--- src/rtl/junction_sequencer_pkg.sv ---
// Shared turn-command codes and sequencer state encoding, also imported by the drive controller.
package junction_sequencer_pkg;

    typedef enum logic [2:0] {
        TD_HOLD    = 3'd0,
        TD_FORWARD = 3'd1,
        TD_LEFT    = 3'd2,
        TD_RIGHT   = 3'd3,
        TD_REVERSE = 3'd4,
        TD_STOP    = 3'd5
    } td_e;

    typedef enum logic [2:0] {
        ST_ARM       = 3'd0,
        ST_DECIDE_RT = 3'd1,
        ST_DECIDE_LV = 3'd2,
        ST_ISSUE     = 3'd3,
        ST_COMPLETE  = 3'd4
    } state_e;

    // Codes 6 and 7 carry no meaning downstream and collapse to HOLD.
    function automatic logic [2:0] td_sanitize(input logic [2:0] code);
        return (code > TD_STOP) ? TD_HOLD : code;
    endfunction

    function automatic logic td_is_decision(input logic [2:0] code);
        return (code != TD_HOLD) && (code <= TD_STOP);
    endfunction

endpackage

--- src/rtl/junction_sequencer_route_queue.sv ---
// Programmed-route store: append-only entry array with read index, count and done flag.
// Define JUNCTION_SEQ_LOOP_EN to wrap the read index back to 0 after the last entry.
module junction_sequencer_route_queue
    import junction_sequencer_pkg::*;
#(
    parameter int DEPTH  = 16,
    parameter int ADDR_W = 4
) (
    input  logic              clk,
    input  logic              rst,
    input  logic              i_wr_en,
    input  logic [2:0]        i_wr_data,
    input  logic              i_clear,
    input  logic              i_advance,
    output logic [2:0]        o_entry,
    output logic [ADDR_W-1:0] o_idx,
    output logic [ADDR_W:0]   o_count,
    output logic              o_done
);

    localparam logic [ADDR_W:0] FULL = (ADDR_W+1)'(DEPTH);
    localparam logic [ADDR_W:0] ONE  = (ADDR_W+1)'(1);

    logic [2:0]      r_mem [DEPTH];
    logic [ADDR_W:0] r_count;
    logic [ADDR_W:0] r_idx;
    logic            r_done;
    logic [ADDR_W:0] w_count_nxt;
    logic [ADDR_W:0] w_idx_nxt;
    logic            w_push;

    assign w_push = i_wr_en && !i_clear && (r_count != FULL);

    always_comb begin
        w_count_nxt = r_count;
        w_idx_nxt   = r_idx;
        if (i_clear) begin
            w_count_nxt = '0;
            w_idx_nxt   = '0;
        end else begin
            if (w_push)
                w_count_nxt = r_count + ONE;
            // The guard keeps the index from passing the count if the route shrank mid-decision.
            if (i_advance && (r_idx < r_count)) begin
`ifdef JUNCTION_SEQ_LOOP_EN
                w_idx_nxt = (r_idx + ONE == r_count) ? '0 : r_idx + ONE;
`else
                w_idx_nxt = r_idx + ONE;
`endif
            end
        end
    end

    always_ff @(posedge clk or posedge rst) begin
        if (rst) begin
            r_count <= '0;
            r_idx   <= '0;
            r_done  <= 1'b1;
        end else begin
            r_count <= w_count_nxt;
            r_idx   <= w_idx_nxt;
            r_done  <= (w_idx_nxt == w_count_nxt);
        end
    end

    // NOTE: the entry array has no reset; entries beyond the count are never read.
    always_ff @(posedge clk) begin
        if (w_push)
            r_mem[r_count[ADDR_W-1:0]] <= i_wr_data;
    end

    assign o_entry = r_mem[r_idx[ADDR_W-1:0]];
    assign o_idx   = r_idx[ADDR_W-1:0];
    assign o_count = r_count;
    assign o_done  = r_done;

endmodule

--- src/rtl/junction_sequencer.sv ---
// Junction decision sequencer: serves turn commands from the programmed route or debounced live tones.
// Route looping is selected in the route queue by JUNCTION_SEQ_LOOP_EN.
module junction_sequencer
    import junction_sequencer_pkg::*;
#(
    parameter int DEPTH    = 16,
    parameter int ADDR_W   = 4,
    parameter int DEBOUNCE = 4,
    parameter int TIMEOUT  = 100_000_000
) (
    input  logic              clk,
    input  logic              rst,
    input  logic              enable_tone_detection,
    input  logic [2:0]        tone_live,
    input  logic              route_mode,
    input  logic              route_wr_en,
    input  logic [2:0]        route_wr_data,
    input  logic              route_clear,
    output logic [2:0]        tone_dir,
    output logic [ADDR_W-1:0] route_idx,
    output logic [ADDR_W:0]   route_count,
    output logic              route_done,
    output logic              timeout_flag
);

    localparam int DB_W  = (DEBOUNCE > 1) ? $clog2(DEBOUNCE) : 1;
    localparam int TMR_W = (TIMEOUT > 1) ? $clog2(TIMEOUT) : 1;
    localparam logic [DB_W-1:0]  DB_LAST  = DB_W'(DEBOUNCE - 1);
    localparam logic [TMR_W-1:0] TMR_LAST = TMR_W'(TIMEOUT - 1);

    state_e           r_state, w_state_nxt;
    logic [2:0]       r_tone, w_tone_nxt;
    logic             r_timeout, w_timeout_nxt;
    logic             r_en_q;
    logic [2:0]       r_prev, w_prev_nxt;
    logic [DB_W-1:0]  r_db, w_db_nxt;
    logic [TMR_W-1:0] r_tmr, w_tmr_nxt;
    logic             r_from_rt, w_from_rt_nxt;
    logic             w_advance;
    logic             w_match;
    logic [2:0]       w_entry;

    junction_sequencer_route_queue #(
        .DEPTH  (DEPTH),
        .ADDR_W (ADDR_W)
    ) u_route_queue (
        .clk       (clk),
        .rst       (rst),
        .i_wr_en   (route_wr_en),
        .i_wr_data (route_wr_data),
        .i_clear   (route_clear),
        .i_advance (w_advance),
        .o_entry   (w_entry),
        .o_idx     (route_idx),
        .o_count   (route_count),
        .o_done    (route_done)
    );

    assign w_match = (tone_live == r_prev) && td_is_decision(tone_live);

    // NOTE: every next-state signal gets a default first so no path can infer a latch.
    always_comb begin
        w_state_nxt   = r_state;
        w_tone_nxt    = r_tone;
        w_timeout_nxt = 1'b0;
        w_prev_nxt    = TD_HOLD;
        w_db_nxt      = '0;
        w_tmr_nxt     = '0;
        w_from_rt_nxt = r_from_rt;
        w_advance     = 1'b0;
        unique case (r_state)
            ST_ARM: begin
                w_tone_nxt = TD_HOLD;
                if (enable_tone_detection && !r_en_q) begin
                    w_from_rt_nxt = route_mode && !route_done;
                    w_state_nxt   = (route_mode && !route_done) ? ST_DECIDE_RT : ST_DECIDE_LV;
                end
            end
            ST_DECIDE_RT: begin
                if (!enable_tone_detection) begin
                    w_tone_nxt    = TD_HOLD;
                    w_from_rt_nxt = 1'b0;
                    w_state_nxt   = ST_ARM;
                end else begin
                    w_tone_nxt  = td_sanitize(w_entry);
                    w_state_nxt = ST_ISSUE;
                end
            end
            ST_DECIDE_LV: begin
                if (!enable_tone_detection) begin
                    w_tone_nxt  = TD_HOLD;
                    w_state_nxt = ST_ARM;
                end else if ((r_db == DB_LAST) && w_match) begin
                    w_tone_nxt  = tone_live;
                    w_state_nxt = ST_ISSUE;
                end else if (r_tmr == TMR_LAST) begin
                    w_tone_nxt    = TD_STOP;
                    w_timeout_nxt = 1'b1;
                    w_state_nxt   = ST_ISSUE;
                end else begin
                    w_prev_nxt = tone_live;
                    w_db_nxt   = w_match ? r_db + 1'b1 : '0;
                    w_tmr_nxt  = r_tmr + 1'b1;
                end
            end
            ST_ISSUE: begin
                if (!enable_tone_detection)
                    w_state_nxt = ST_COMPLETE;
            end
            ST_COMPLETE: begin
                w_tone_nxt    = TD_HOLD;
                w_advance     = r_from_rt;
                w_from_rt_nxt = 1'b0;
                w_state_nxt   = ST_ARM;
            end
        endcase
    end

    // NOTE: state registers use non-blocking assignments so every register samples pre-edge values.
    always_ff @(posedge clk or posedge rst) begin
        if (rst) begin
            r_state   <= ST_ARM;
            r_tone    <= TD_HOLD;
            r_timeout <= 1'b0;
            r_en_q    <= 1'b0;
            r_prev    <= TD_HOLD;
            r_db      <= '0;
            r_tmr     <= '0;
            r_from_rt <= 1'b0;
        end else begin
            r_state   <= w_state_nxt;
            r_tone    <= w_tone_nxt;
            r_timeout <= w_timeout_nxt;
            r_en_q    <= enable_tone_detection;
            r_prev    <= w_prev_nxt;
            r_db      <= w_db_nxt;
            r_tmr     <= w_tmr_nxt;
            r_from_rt <= w_from_rt_nxt;
        end
    end

    assign tone_dir     = r_tone;
    assign timeout_flag = r_timeout;

endmodule
--- config.mk ---
export PLATFORM = sky130hd
export DESIGN_NAME = junction_sequencer
export DESIGN_NICKNAME = d
export VERILOG_FILES = /design/src/rtl/junction_sequencer_pkg.sv /design/src/rtl/junction_sequencer_route_queue.sv /design/src/rtl/junction_sequencer.sv
export SDC_FILE = /design/constraint.sdc
export NUM_CORES = 1
export LEC_CHECK = 0
export BUFFER_PORTS_ARGS = -buffer_cell sky130_fd_sc_hd__buf_4
export CAP_MARGIN = 20
export CORE_MARGIN = 5
export CORE_UTILIZATION = 60
export DETAILED_ROUTE_END_ITERATION = 8
export PLACE_DENSITY = 0.78
export REMOVE_ABC_BUFFERS = 1
export SYNTH_ARGS = -nofsm -noshare
export SYNTH_HDL_FRONTEND = slang
export SYNTH_HIERARCHICAL = 1
export SYNTH_SLANG_ARGS = --single-unit
--- constraint.sdc ---
create_clock -name clk -period 4.1 [get_ports clk]
set_input_delay 0.615 -clock clk [delete_from_list [all_inputs] [get_ports clk]]
set_output_delay 0.615 -clock clk [all_outputs]
set_load 0.01 [all_outputs]
; Yosys cells after proc, flatten, opt, wreduce, memory -nomap -nowiden
; Memory sizes are Yosys's and may differ from the RTL's.
; Index checks and enable logic that the tools add are counted.
[totals]
regBits = 52
ram_bits = 48
inputBits = 12
out_inout_bits = 14
elab_cells = 92
n_memories = 1
[mem_list]
columns = name, depth, word_bits, read_ports, rd_clocked_by_memory_dff, wr, line
row1 = u_route_queue.r_mem, 16, 3, 1, 0, 1, junction_sequencer_route_queue.sv:24  ; logic [2:0] r_mem [DEPTH];
[classes]
addsub = 4
order_cmp = 3
eq_ne = 13
n_mux = 41
reduce_logical = 19
[op_table]
columns = operator, count
row1 = $mux 27, 4
row2 = $mux 3, 14
row3 = $add 27x1->27 const B, 1
row4 = $eq 27x27->1 const B, 1
row5 = $mux 5, 4
row6 = $pmux 3 s5, 1
row7 = $mux 2, 7
row8 = $add 5x1->5 const B, 2
row9 = $mux 1, 9
row10 = $pmux 3 s3, 1
row11 = $reduce_bool 3->1, 3
row12 = $logic_and 1x1->1, 8
row13 = $eq 3x2->1 const B, 2
row14 = $ne 2x2->1 const B, 3
row15 = $reduce_and 3->1, 2
row16 = $eq 5x5->1, 1
row17 = $lt 5x5->1, 1
row18 = $ne 5x5->1 const B, 1
row19 = $ne 4x4->1 const B, 1
row20 = $eq 3x1->1 const B, 1
row21 = $eq 3x3->1, 1
row22 = $eq 3x3->1 const B, 1
row23 = $gt 3x3->1 const B, 1
row24 = $le 3x3->1 const B, 1
row25 = other kinds (7), 9

; Depth between registers and ports, before layout
; Gate-level depths: netlist of run 1.
[depth]
depth_word = 8
ltp_mapped = 11
ltp_nobuf = 9

; By module
; The synthesis of run 1 kept the hierarchy.
[by_module_without_submodules]
columns = module, instances, cells_per_inst, area_each_um2, seq_area_each_um2
row1 = junction_sequencer_route_queue, 1, 193, 2813.9, 1717.9
row2 = junction_sequencer, 1, 216, 2154.6, 1026.0

; Least setup slack after synthesis of run 1
; OpenSTA, ideal clock, no wires.
[synth_path]
path_kind = register to register
startpoint = register u_route_queue.r_count[2] (netlist: u_route_queue/o_count[2])
endpoint = register u_route_queue.r_done (netlist: u_route_queue/o_done)
setup_time_ns = 0.105
arrival_time_ns = 2.041
required_time_ns = 3.995
slack_ns = 1.954
stages_incl_launch_ff = 10
n_path_buf = 0
synth_period_minus_slack_ns = 2.146
cell_sequence = dfrtp_1 inv_1 ha_1 a21o_1 a31oi_4 o211ai_2 xnor3_1 and2_1 o2111ai_1 a222oi_1
[synth_between]
elab_chain_len = 5
word_cells_on_any_way = 10
classes_between = add/sub (1) / order compare (1) / eq/ne (2) / mux (4) / reduce/logical (2)
[synth_lines]
columns = element, line
row1 = start: declaration, junction_sequencer_route_queue.sv:25  ; logic [ADDR_W:0] r_count;
row2 = start signal: assignment, junction_sequencer_route_queue.sv:60  ; r_count <= w_count_nxt;
row3 = $lt 5x5->1 / $ne 5x5->1 (equally long branches), "junction_sequencer_route_queue.sv:44, junction_sequencer_route_queue.sv:32"
row4 = $logic_and 1x1->1 (on tied branches), "junction_sequencer_route_queue.sv:44, junction_sequencer_route_queue.sv:32"
row5 = $mux 5 (on tied branches), "junction_sequencer_route_queue.sv:44, junction_sequencer_route_queue.sv:41"
row6 = $mux 5, junction_sequencer_route_queue.sv:37  ; if (i_clear) begin
row7 = $eq 5x5->1 *, junction_sequencer_route_queue.sv:62  ; r_done <= (w_idx_nxt == w_count_nxt);
row8 = end signal: assignment, junction_sequencer_route_queue.sv:62
row9 = end: declaration, junction_sequencer_route_queue.sv:27  ; logic r_done;
; Mark *: on every way between the ends. The rest lies on a longest branch, timed or not.
; A chain may end at the register's enable or synchronous reset.

; Worst setup path in the final report of run 1
[layout_path]
startpoint = register u_route_queue.r_idx[0]
endpoint = register r_tone[0] (netlist: tone_dir[0])
[layout_between]
elab_chain_len = 5
[layout_lines]
columns = element, line
row1 = start: declaration, junction_sequencer_route_queue.sv:26  ; logic [ADDR_W:0] r_idx;
row2 = start signal: assignment, junction_sequencer_route_queue.sv:61  ; r_idx <= w_idx_nxt;
row3 = $mem_v2 16x3, --
row4 = net w_entry[2], junction_sequencer.sv:41  ; logic [2:0] w_entry;
row5 = $gt 3x3->1, junction_sequencer_pkg.sv:23  ; return (code > TD_STOP) ? TD_HOLD : code;
row6 = $mux 3, junction_sequencer_pkg.sv:23
row7 = $mux 3, junction_sequencer.sv:80  ; if (!enable_tone_detection) begin
row8 = $pmux 3 s3, junction_sequencer.sv:71  ; unique case (r_state)
row9 = end signal: assignment, junction_sequencer.sv:132  ; r_tone <= w_tone_nxt;
row10 = end: declaration, junction_sequencer.sv:32  ; logic [2:0] r_tone, w_tone_nxt;
; The timed path passes the listed nets, and every way through them passes these cells.

==> metrics.txt, run 1 <==
outcome=completed; Tmin final=2620 ps; clock network power share=a little under a third; worst hold margin=230 ps; CTS tree=yes; final antenna-violating net count=0; Comb power frac=~10%; initial DRC count=approximately 150; Max rail drop VDD=0.000279 V; Ys Warns=6; Layout Area Growth over Synthesis=8.13%; WP data required=around 4400 ps; postcts setup bufs=0; post-route setup TNS=0 ps; gr usage total=19.3%; Top Ports=26; sw power=0.000529 W; Resize count post-CTS=0; Final setup viols=0; asr flop ratio synth=a little over half; register area=between 2000 and 3000 um^2; vias in the first global route=approximately 3.2k; switching share of power=around 27%; pwr dens=around 360 nW/um^2; RSZ-0062 raised after global routing=no; CP Max Fanout=18; NumNets Final=about 450; ys flop type=dfrtp_1; relative slew slack=between 30% and 40%; drt drc=0; remaining global-route overflow=0; Slew Limit Fails=0; CP peak stage delay=920 ps; DIE WIDTH=a little over 100 um; via-per-instance ratio=5.75; crit start category=flop; CP arrival=2890 ps; pre-CTS setup slack=roughly 1500 ps; Hold Path Class=in2async; # rows=33; CTS HTree Levels=3; post-synthesis sequential area ratio=55.2%; global placer's final weighted congestion=about 0.88; max-cap violation count=0; Post-Synthesis Cells=about 400; TritonRoute pass-1 iters=4; skew final=about 14 ps; critical path's slowest cell=dfrtp_1; pin count of the biggest net entering global routing=42; die area=between 10,000 and 15,000 um^2; initial antenna violation count=0; Post-synth EDFFs=between 40 and 50; crit-path cells=mux2_2 > o21ai_0 > a31oi_1 > a22oi_1 > nand2_1 > nand2_1 > a32o_1 > nand2_1 > a32oi_1; cell taking the most area after synthesis=edfxtp_1; chip height=between 100 and 150 um; maximum clock rate=~380 MHz; multi-input logic area=about 2000 um^2; IO Port Bufs=25; cts-stage hold buffer count=0; post-synth cell types=67; Area contributors post-synth=edfxtp_1 29%, dfrtp_1 26%, xnor2_1 3.5%, nor2_1 3.2%, xor2_1 2.8%; post-route setup slack=around 1500 ps; post-DP HPWL=6.49 mm; layout filler cell count=610; clock root buffer=clkbuf_8; power share of the sequential group=between 50% and 60%; share of layout cells above drive strength 1=17.5%; first-pass GRT wire length=~15 mm; Fin. Hold Viols=0; Initial Util=about 61%; clock sink count=100; critical setup path kind=reg2reg; Cell Area, Synth=slightly below 5000 um^2; Routed WL=roughly 9 mm; Worst setup EP type=flop; most frequent CP cell=nand2_1; internal power=0.00141 W; Max Buffers Root-to-Sink=2; Vias=between 3k and 4k; final worst-path cycle share=63.8%; number of diodes=0; Yosys reg bits=100; Num CTS Buffers=9; routed wire length per instance=~17 um; CORE AREA=around 8100 um^2; Worst-Skew Late Latency=370 ps; Yosys top cell area share=29.0%; Worst-Margin Slew=just over 1000 ps; Avg Inst Size Synth=12.1 um^2; leakage power=between 2 and 2.5 nW; Reg clk slew, reported paths=between 100 and 150 ps
-- area by class of cell --
class	instances	area share [%]
inverters	14	0.978
repair buffers	27	3.77
well taps	105	2.45
clock buffers	9	2.31
clock inverters	7	1.37
flip-flops and latches	100	51.1
multi-input cells	277	38.1
-- cell usage after synthesis (2+ instances only) --
| cell | instances |
|---|---|
| dfrtp_1 | 51 |
| edfxtp_1 | 48 |
| nor2_1 | 43 |
| nand2_1 | 20 |
| xnor2_1 | 20 |
| and2_1 | 18 |
| xor2_1 | 16 |
| and3_1 | 14 |
| inv_1 | 14 |
| nand3_1 | 14 |
| o21ai_0 | 13 |
| ha_1 | 11 |
| mux2i_1 | 8 |
| nor2b_1 | 7 |
| a211oi_1 | 6 |
| mux4_2 | 6 |
| nand4_1 | 6 |
| buf_2 | 5 |
| buf_4 | 5 |
| nor3_2 | 5 |
| mux2_2 | 4 |
| nor2_2 | 4 |
| nor3_1 | 4 |
| a22oi_1 | 3 |
| a31oi_1 | 3 |
| a32oi_1 | 3 |
| and4_1 | 3 |
| buf_6 | 3 |
| clkbuf_1 | 3 |
| nand2b_1 | 3 |
| nor4_1 | 3 |
| o211ai_1 | 3 |
| a21o_1 | 2 |
| and4b_1 | 2 |
| nand3b_1 | 2 |
| nor4bb_1 | 2 |
| o31ai_1 | 2 |
-- cells in the final DEF, fill, tap and decap left out, drive strengths merged, types with 6 or more instances in the layout --
cell / synthesis / layout
nand3: 14 / 14
nor2b: 7 / 7
and3: 14 / 14
buf: 14 / 27
clkbuf: 4 / 9
nand2: 20 / 20
and2: 19 / 19
o21ai: 15 / 15
nor2: 47 / 47
xor2: 16 / 16
dfrtp: 51 / 51
nand4: 8 / 8
xnor2: 20 / 20
edfxtp: 48 / 48
mux4: 6 / 6
inv: 14 / 19
nor3: 9 / 9
ha: 11 / 11
mux2i: 8 / 8
a211oi: 7 / 7
-- flip-flops by register name, summed over array words and instances, names as in the netlist --
register and count:
u_route_queue/o_done 1, r_tmr 27, r_from_rt 1, r_db 2, tone_dir 3, u_route_queue/o_count 5
timeout_flag 1, u_route_queue/r_mem 48, r_prev 3, r_state 3, u_route_queue/r_idx 5, r_en_q 1
-- per-layer routing --
| metal | routed length (um) | global-route usage, % | part of all wire (%) |
|---|---|---|---|
| met1 | 4100 | 25.2 | 45 |
| met2 | 4630 | 32.8 | 51 |
| met3 | 341 | 4.84 | 3.7 |
| met4 | 91 | 4.50 | 0.99 |
| met5 | 0 | 0 | 0 |
-- power groups by stage --
stage	Combinational, W	Clock (W)	Sequential (W)
2_1_floorplan	0.000121	0	0.00114
3_3_place_gp	0.000196	0	0.00114
3_5_place_dp	0.000201	0	0.00114
4_1_cts	0.000201	0.000626	0.00112
5_1_grt	0.000224	0.000665	0.00113
6_report	0.000199	0.000616	0.00112
-- metrics by stage --
stage / instances / util, % / power, W / cell area [um^2]
2_1_floorplan: 391 / - / 0.00126 / 4840
3_3_place_gp: 523 / 63.6 / 0.00134 / 5170
3_5_place_dp: 523 / 63.6 / 0.00134 / 5170
4_1_cts: 539 / 66.1 / 0.00195 / 5370
5_1_grt: 539 / 66.1 / 0.00202 / 5370
6_report: 539 / 66.1 / 0.00194 / 5370
-- worst max-delay path, delay by kind of cell, from the launching register on --
family	cells	cell delay [ps]
AOI/OAI and AO/OA	5	880
DFF	1	920
muxes	1	410
and+or+nand+nor	3	310
-- final timing paths --
| path | cells past startpoint | endpoint | from | slack (ps) |
|---|---|---|---|---|
| hold reg to reg | 1 | r_db[0] | r_db[0] | 450 |
| max in group asynchronous | 3 | r_tmr[17] | rst | 3360 |
| min in group clk | 1 | r_en_q | enable_tone_detection | 430 |
| hold / removal | 2 | u_route_queue/o_count[4] | rst | 230 |
| setup / recovery | 9 | tone_dir[0] | u_route_queue/r_idx[0] | 1480 |
| setup reg to reg | 9 | tone_dir[0] | u_route_queue/r_idx[0] | 1480 |
-- cell families (layout without fill, tap and decap cells) --
| group | after synthesis | after routing | share of synthesized area, % |
|---|---|---|---|
| AO/OA/AOI/OAI | 49 | 49 | 7.55 |
| flip-flops | 100 | 100 | 55.2 |
| XOR/XNOR | 37 | 37 | 6.80 |
| multiplexers | 18 | 18 | 5.24 |
| AND/OR/NAND/NOR | 162 | 162 | 18.8 |
| adder cells (fa/ha/maj) | 11 | 11 | 2.77 |
| buffers and inverters | 32 | 57 | 3.63 |
(Power assumes the default switching activity.)
==> run 2: changes to the inputs <==
--- a/config.mk
+++ b/config.mk
@@ -5,12 +5,13 @@
 export SDC_FILE = /design/constraint.sdc
 export NUM_CORES = 1
 export LEC_CHECK = 0
+export ABC_AREA = 1
 export BUFFER_PORTS_ARGS = -buffer_cell sky130_fd_sc_hd__buf_4
 export CAP_MARGIN = 20
 export CORE_MARGIN = 5
-export CORE_UTILIZATION = 60
+export CORE_UTILIZATION = 56
 export DETAILED_ROUTE_END_ITERATION = 8
-export PLACE_DENSITY = 0.78
+export PLACE_DENSITY = 0.77
 export REMOVE_ABC_BUFFERS = 1
 export SYNTH_ARGS = -nofsm -noshare
 export SYNTH_HDL_FRONTEND = slang
==> constraint.sdc (replaced) <==
create_clock -name clk -period 2.2 [get_ports clk]
set_input_delay 0.33 -clock clk [delete_from_list [all_inputs] [get_ports clk]]
set_output_delay 0.33 -clock clk [all_outputs]
set_load 0.01 [all_outputs]
==> metrics.txt, run 2 <==
outcome=completed; Resize count post-CTS=0 (unchanged); Num CTS Buffers=9 (unchanged); CP arrival=2270 ps (-620 ps); critical setup path kind=reg2reg; gr usage total=20.9% (+1.6 points); die area=11,500 um^2 (+13%); CTS tree=yes; register area=2740 um^2 (unchanged); Max Buffers Root-to-Sink=2 (unchanged); switching share of power=30.7% (+3.4 points); Hold Path Class=in2reg; crit start category=flop; Ys Warns=6 (unchanged); Post-synth EDFFs=48 (unchanged); global placer's final weighted congestion=0.953 (+8.0%); post-synthesis sequential area ratio=51.8% (-3.4 points); final worst-path cycle share=89.4% (+26 points); Inst Count DP=744 (+42%); Slew Limit Fails=0 (unchanged); Routed WL=11.3 mm (+23%); most frequent cells in the layout=114 x nand2_1, 112 x nor2_1, 64 x inv_1; RSZ-0062 raised after global routing=no; Max rail drop VDD=0.000490 V (+76%); final antenna-violating net count=0 (unchanged); via-per-instance ratio=5.32 (-7.4%); initial antenna violation count=0 (unchanged); drt drc=0 (unchanged); Hold Startpoint=enable_tone_detection; CORE AREA=9240 um^2 (+14%); Reg clk slew, reported paths=100 ps (about the same); # rows=35 (+6.1%); Yosys reg bits=100 (unchanged); asr flop ratio synth=52.0% (unchanged); Tmin final=1970 ps (-650 ps); number of diodes=0 (unchanged); clock root buffer=clkbuf_8; Vias=4,049 (+31%); WP data required=2510 ps (-1870 ps); CP Max Fanout=6 (-12); leakage power=2.52 nW (+19%); post-synth cell types=42 (-37%); commonest non-fill, non-tap cell in the layout=nand2_1; internal power=0.00268 W (+90%); sw power=0.00119 W (+120%); Final Non-Filler Cells=761 (+41%); layout filler cell count=763 (+25%); Comb power frac=16.5% (+6.2 points); pwr dens=668 nW/um^2 (+85%); pin count of the biggest net entering global routing=42 (unchanged); relative slew slack=65.3% (+35 points); clock network power share=29.1% (-2.7 points); clock sink count=100 (unchanged); most common cell in the netlist=nand2_1; share of layout cells above drive strength 1=14.7% (-2.8 points); power share of the sequential group=54.4% (-3.5 points); Initial Util=57.3% (-3.8 points); ys flop type=dfrtp_1; post-DP HPWL=8.32 mm (+28%); CTS HTree Levels=3 (unchanged); maximum clock rate=509 MHz (+33%); Avg Inst Size Synth=8.84 um^2 (-27%); Top Ports=26 (unchanged); Area contributors post-synth=edfxtp_1 27%, dfrtp_1 24%, nand2_1 8.1%, nor2_1 7.9%, inv_1 4.5%; Layout Area Growth over Synthesis=9.50%; multi-input logic area=2140 um^2 (+4.6%); cell taking the most area after synthesis=edfxtp_1; max-cap violation count=0 (unchanged); Worst R2R Start=r_state[0]; Fin. Hold Viols=0 (unchanged); routed wire length per instance=14.8 um (-13%); DIE WIDTH=107 um (+6.2%); Yosys top cell area share=27.2% (-1.8 points); max reg flops=48 (unchanged); Worst setup EP type=flop; Final setup viols=0 (unchanged); initial DRC count=309 (+100%); vias in the first global route=4,118 (+30%); Worst-Skew Late Latency=360 ps (about the same); first-pass GRT wire length=19.0 mm (+23%); skew final=5.37 ps (-8.58 ps); chip height=107 um (+6.2%); remaining global-route overflow=0 (unchanged); post-route setup TNS=0 ps (unchanged); Worst-Margin Slew=520 ps (-519 ps); IO Port Bufs=25 (unchanged); crit path from=r_state[0]; NumNets Final=650 (+44%); Post-Synthesis Cells=599 (+46%); TritonRoute pass-1 iters=6 (+2); Synth top cells by count=114 x nand2_1, 112 x nor2_1, 64 x inv_1; Cell Area, Synth=5300 um^2 (+6.6%)
[run 2: cell count changes in the layout (fill, tap and decap cells not counted), moves of 7 or more]
cell     change
nor2b_1      -7
nand4_1      +7
o21ai_0     +27
o22ai_1     +10
nand3_1     +13
inv_1       +50
and3_1      -11
and2_1      -18
inv_2        +9
xnor2_1     -12
nand2_2      +7
nand2_1     +94
mux2i_1      -8
nor2_1      +69
[run 2: logic make-up after synthesis]
| logic type | after synthesis | synth area share, % |
|---|---|---|
| buf+inv | 93 | 7.80 |
| xor+xnor | 21 | 3.62 |
| compound gates | 66 | 6.97 |
| simple gates | 308 | 27.2 |
| flops | 100 | 51.8 |
| fa+ha+maj | 11 | 2.60 |
[run 2: path summary, 6_finish.rpt]
check,to,slack (ps),cells past startpoint
min in group asynchronous,u_route_queue/r_idx[1],550,3
setup / recovery,u_route_queue/o_done,230,11
max in group asynchronous,r_en_q,1160,4
hold / removal,r_en_q,130,1
setup reg to reg,u_route_queue/o_done,230,11
hold reg to reg,r_db[0],440,1
[run 2: stage by stage]
step / util (%) / hold slack, ps / cell area, um^2 / setup WS [ps] / total power (W)
6_report: 62.7 / 134 / 5800 / 234 / 0.00387
5_1_grt: 62.7 / 106 / 5800 / 54.6 / 0.00408
4_1_cts: 62.7 / 115 / 5800 / 239 / 0.00391
3_5_place_dp: 60.6 / 368 / 5600 / 277 / 0.00278
3_3_place_gp: 60.6 / 366 / 5600 / 337 / 0.00276
2_1_floorplan: - / 182 / 5180 / 271 / 0.00258
[run 2: per-layer routing]
layer / track usage [%] / up-vias / share of wire (%)
li1: - / 2003 / -
met1: 24.6 / 1906 / 41
met2: 37.4 / 117 / 51
met3: 4.70 / 23 / 4.7
met4: 7.58 / 0 / 2.5
met5: 0 / - / 0
[run 2: what timing repair did]
| item | 4_1_cts | 5_1_grt |
|---|---|---|
| hold endpoints to repair | 10 | 0 |
| hold buffers | 1 | 0 |
| setup buffers | 0 | 0 |
| setup endpoints to repair | 0 | 0 |
[run 2: cell type report]
type | count | area share [%]
Timing Repair Buffer | 34 | 4.66
Sequential cell | 100 | 47.3
Tap cell | 129 | 2.78
Inverter | 76 | 5.09
Multi-Input combinational cell | 406 | 36.9
Clock inverter | 7 | 1.12
Clock buffer | 9 | 2.14
[run 2: power by group through the flow]
stage	clock network, W	logic, W	registers [W]
final	0.00113	0.000640	0.00211
after global routing	0.00124	0.000719	0.00212
after CTS	0.00117	0.000639	0.00211
after detailed placement	0	0.000637	0.00215
after global placement	0	0.000616	0.00214
after floorplan	0	0.000436	0.00214
[run 2: worst max-delay path, cell delays in order (launching register included)]
cell and delay [ps]:
dfrtp_1 450, nor2_1 230, nand2_1 130, nor2_1 110
nand2_1 70, a21oi_2 270, nand3_1 180, nand3_1 150
nor2_1 60, nor2_1 110, nand3_1 80, nor2_1 90
==> run 3: changes to the inputs <==
--- a/config.mk
+++ b/config.mk
@@ -9,9 +9,9 @@
 export BUFFER_PORTS_ARGS = -buffer_cell sky130_fd_sc_hd__buf_4
 export CAP_MARGIN = 20
 export CORE_MARGIN = 5
-export CORE_UTILIZATION = 56
+export CORE_UTILIZATION = 50
 export DETAILED_ROUTE_END_ITERATION = 8
-export PLACE_DENSITY = 0.77
+export PLACE_DENSITY = 0.7
 export REMOVE_ABC_BUFFERS = 1
 export SYNTH_ARGS = -nofsm -noshare
 export SYNTH_HDL_FRONTEND = slang
==> metrics.txt, run 3 (synthesis results as in run 2) <==
Worst setup endpoint=tone_dir[0]; postcts setup bufs=0 (unchanged); via-per-instance ratio=5.20 (-2.2%); global placer's final weighted congestion=0.884 (-7.3%); Top Ports=26 (unchanged); Initial Util=51.3% (-6.0 points); Tmin final=1980 ps (+11.5 ps); register area=2740 um^2 (unchanged); Routed WL=11.4 mm (+0.93%); critical path's slowest cell=dfrtp_1; commonest non-fill, non-tap cell in the layout=nand2_1; Slew Limit Fails=0 (unchanged); most frequent cells in the layout=114 x nand2_1, 112 x nor2_1, 64 x inv_1; critical setup path kind=reg2reg; max-cap violation count=0 (unchanged); first-pass GRT wire length=19.3 mm (+1.8%); reg2reg path depth=11 (unchanged); Worst setup EP type=flop; pwr dens=675 nW/um^2 (+1.1%); skew final=19.1 ps (+13.7 ps); Layout Area Growth over Synthesis=9.69%; CP arrival=2260 ps (about the same); overall power=0.00392 W (+1.3%); Top delay family on crit path=compound AO/OA/AOI/OAI gates; final worst-path cycle share=89.9% (+0.52 points); Max rail drop VDD=0.000538 V (+9.7%); # rows=37 (+5.7%); remaining global-route overflow=0 (unchanged); vias in the first global route=4,034 (-2.0%); clock root buffer=clkbuf_8; leakage power=2.52 nW (about the same); relative slew slack=65.5% (+0.15 points); routed wire length per instance=14.8 um (+0.14%); Layout Cell Area excl Fill=5810 um^2 (+0.17%); outcome=completed; share of layout cells above drive strength 1=14.6% (-0.14 points); NumNets Final=649 (-0.15%); Fin. Hold Viols=0 (unchanged); die area=12,700 um^2 (+11%); multi-input logic area=2140 um^2 (unchanged); number of diodes=0 (unchanged); placed cell areas=5600 um^2 (about the same); IO Port Bufs=25 (unchanged); post-DP HPWL=8.50 mm (+2.2%); max reg flops=48 (unchanged); gr usage total=19.1% (-1.9 points); post-route setup TNS=0 ps (unchanged); initial antenna violation count=0 (unchanged); CP Max Fanout=26 (+20); flop-to-flop setup slack=220 ps (about the same); crit path from=u_route_queue/r_idx[0]; crit start category=flop; Worst-Skew Late Latency=390 ps (+30 ps); RSZ-0062 raised after global routing=no; Worst R2R Start=u_route_queue/r_idx[0]; Reg clk slew, reported paths=110 ps (about the same); Final setup viols=0 (unchanged); Num CTS Buffers=9 (unchanged); maximum clock rate=506 MHz (-0.58%); initial DRC count=296 (-4.2%); CTS HTree Levels=3 (unchanged); final antenna-violating net count=0 (unchanged); layout filler cell count=904 (+18%); crit-path cells=buf_12 > inv_6 > o21ai_0 > o221ai_1 > o211ai_1 > o21ai_0 > inv_1 > o2111ai_1 > nand2_1 > nand2_1 > nand2_1; CORE AREA=10,300 um^2 (+12%); Worst-Margin Slew=518 ps (-2.28 ps); most frequent CP cell=nand2_1; Layout Utilization=56.3% (-6.5 points); Hold Path Class=in2reg; drt drc=0 (unchanged); CTS tree=yes; clock sink count=100 (unchanged); TritonRoute pass-1 iters=5 (-1); CP peak stage delay=460 ps (about the same); RR Endpoint=tone_dir[0]; Vias=3,992 (-1.4%); WP data required=2480 ps (-30 ps); DIE WIDTH=113 um (+5.3%); cell count along the critical path=11 (unchanged); chip height=113 um (+5.3%); Max Buffers Root-to-Sink=2 (unchanged); pin count of the biggest net entering global routing=42 (unchanged); Resize count post-CTS=0 (unchanged); CP bufs+invs=3 (+3)
==> run 3: cell count changes in the layout (fill, tap and decap cells not counted) <==
cell        change
buf_4           -1
clkinv_4        +1
clkinv_8        +1
clkinvlp_4      -1
inv_6           -1
==> run 3: metal layers <==
metal	vias to the layer above	wire (um)	GRT usage (%)
li1	1997	-	-
met2	96	5890	34.2
met3	18	499	5.03
met4	0	170	6.41
met5	-	0	0
met1	1881	4810	22.1
==> run 3: cell type report <==
type | instances | area share, %
clock inverters | 7 | 1.27
flip-flops and latches | 100 | 47.2
repair buffers | 33 | 4.52
well taps | 136 | 2.93
multi-input cells | 406 | 36.8
clock buffers | 9 | 2.13
inverters | 76 | 5.08
==> run 3: what timing repair did <==
action                                  4_1_cts  5_1_grt
endpoints found under the setup margin        0        0
hold buffers                                  1        0
hold endpoints to repair                     10        0
==> run 3: where the power goes <==
part           switching, W  internal, W
clock              0.000726     0.000448
combinational      0.000430     0.000202
sequential        0.0000790      0.00204
total               0.00123      0.00269
==> run 3: metrics by stage <==
step | std cells | hold slack, ps | worst slack, ps
floorplan | 582 | 182 | 271
global placement | 750 | 359 | 328
detailed placement | 750 | 364 | 264
CTS | 767 | 65.9 | 241
global route | 767 | 62.3 | 57.7
finish | 767 | 87.2 | 223
==> run 3: worst min-delay path by stage <==
stage / start / depth (start not counted) / slack (ps) / to
3_5_place_dp: rst / 2 / 360 / u_route_queue/r_idx[3]
2_1_floorplan: rst / 1 / 180 / u_route_queue/o_count[0]
5_1_grt: enable_tone_detection / 1 / 60 / r_en_q
4_1_cts: enable_tone_detection / 1 / 70 / r_en_q
3_3_place_gp: rst / 2 / 360 / u_route_queue/r_idx[1]
6_report: enable_tone_detection / 1 / 90 / r_en_q
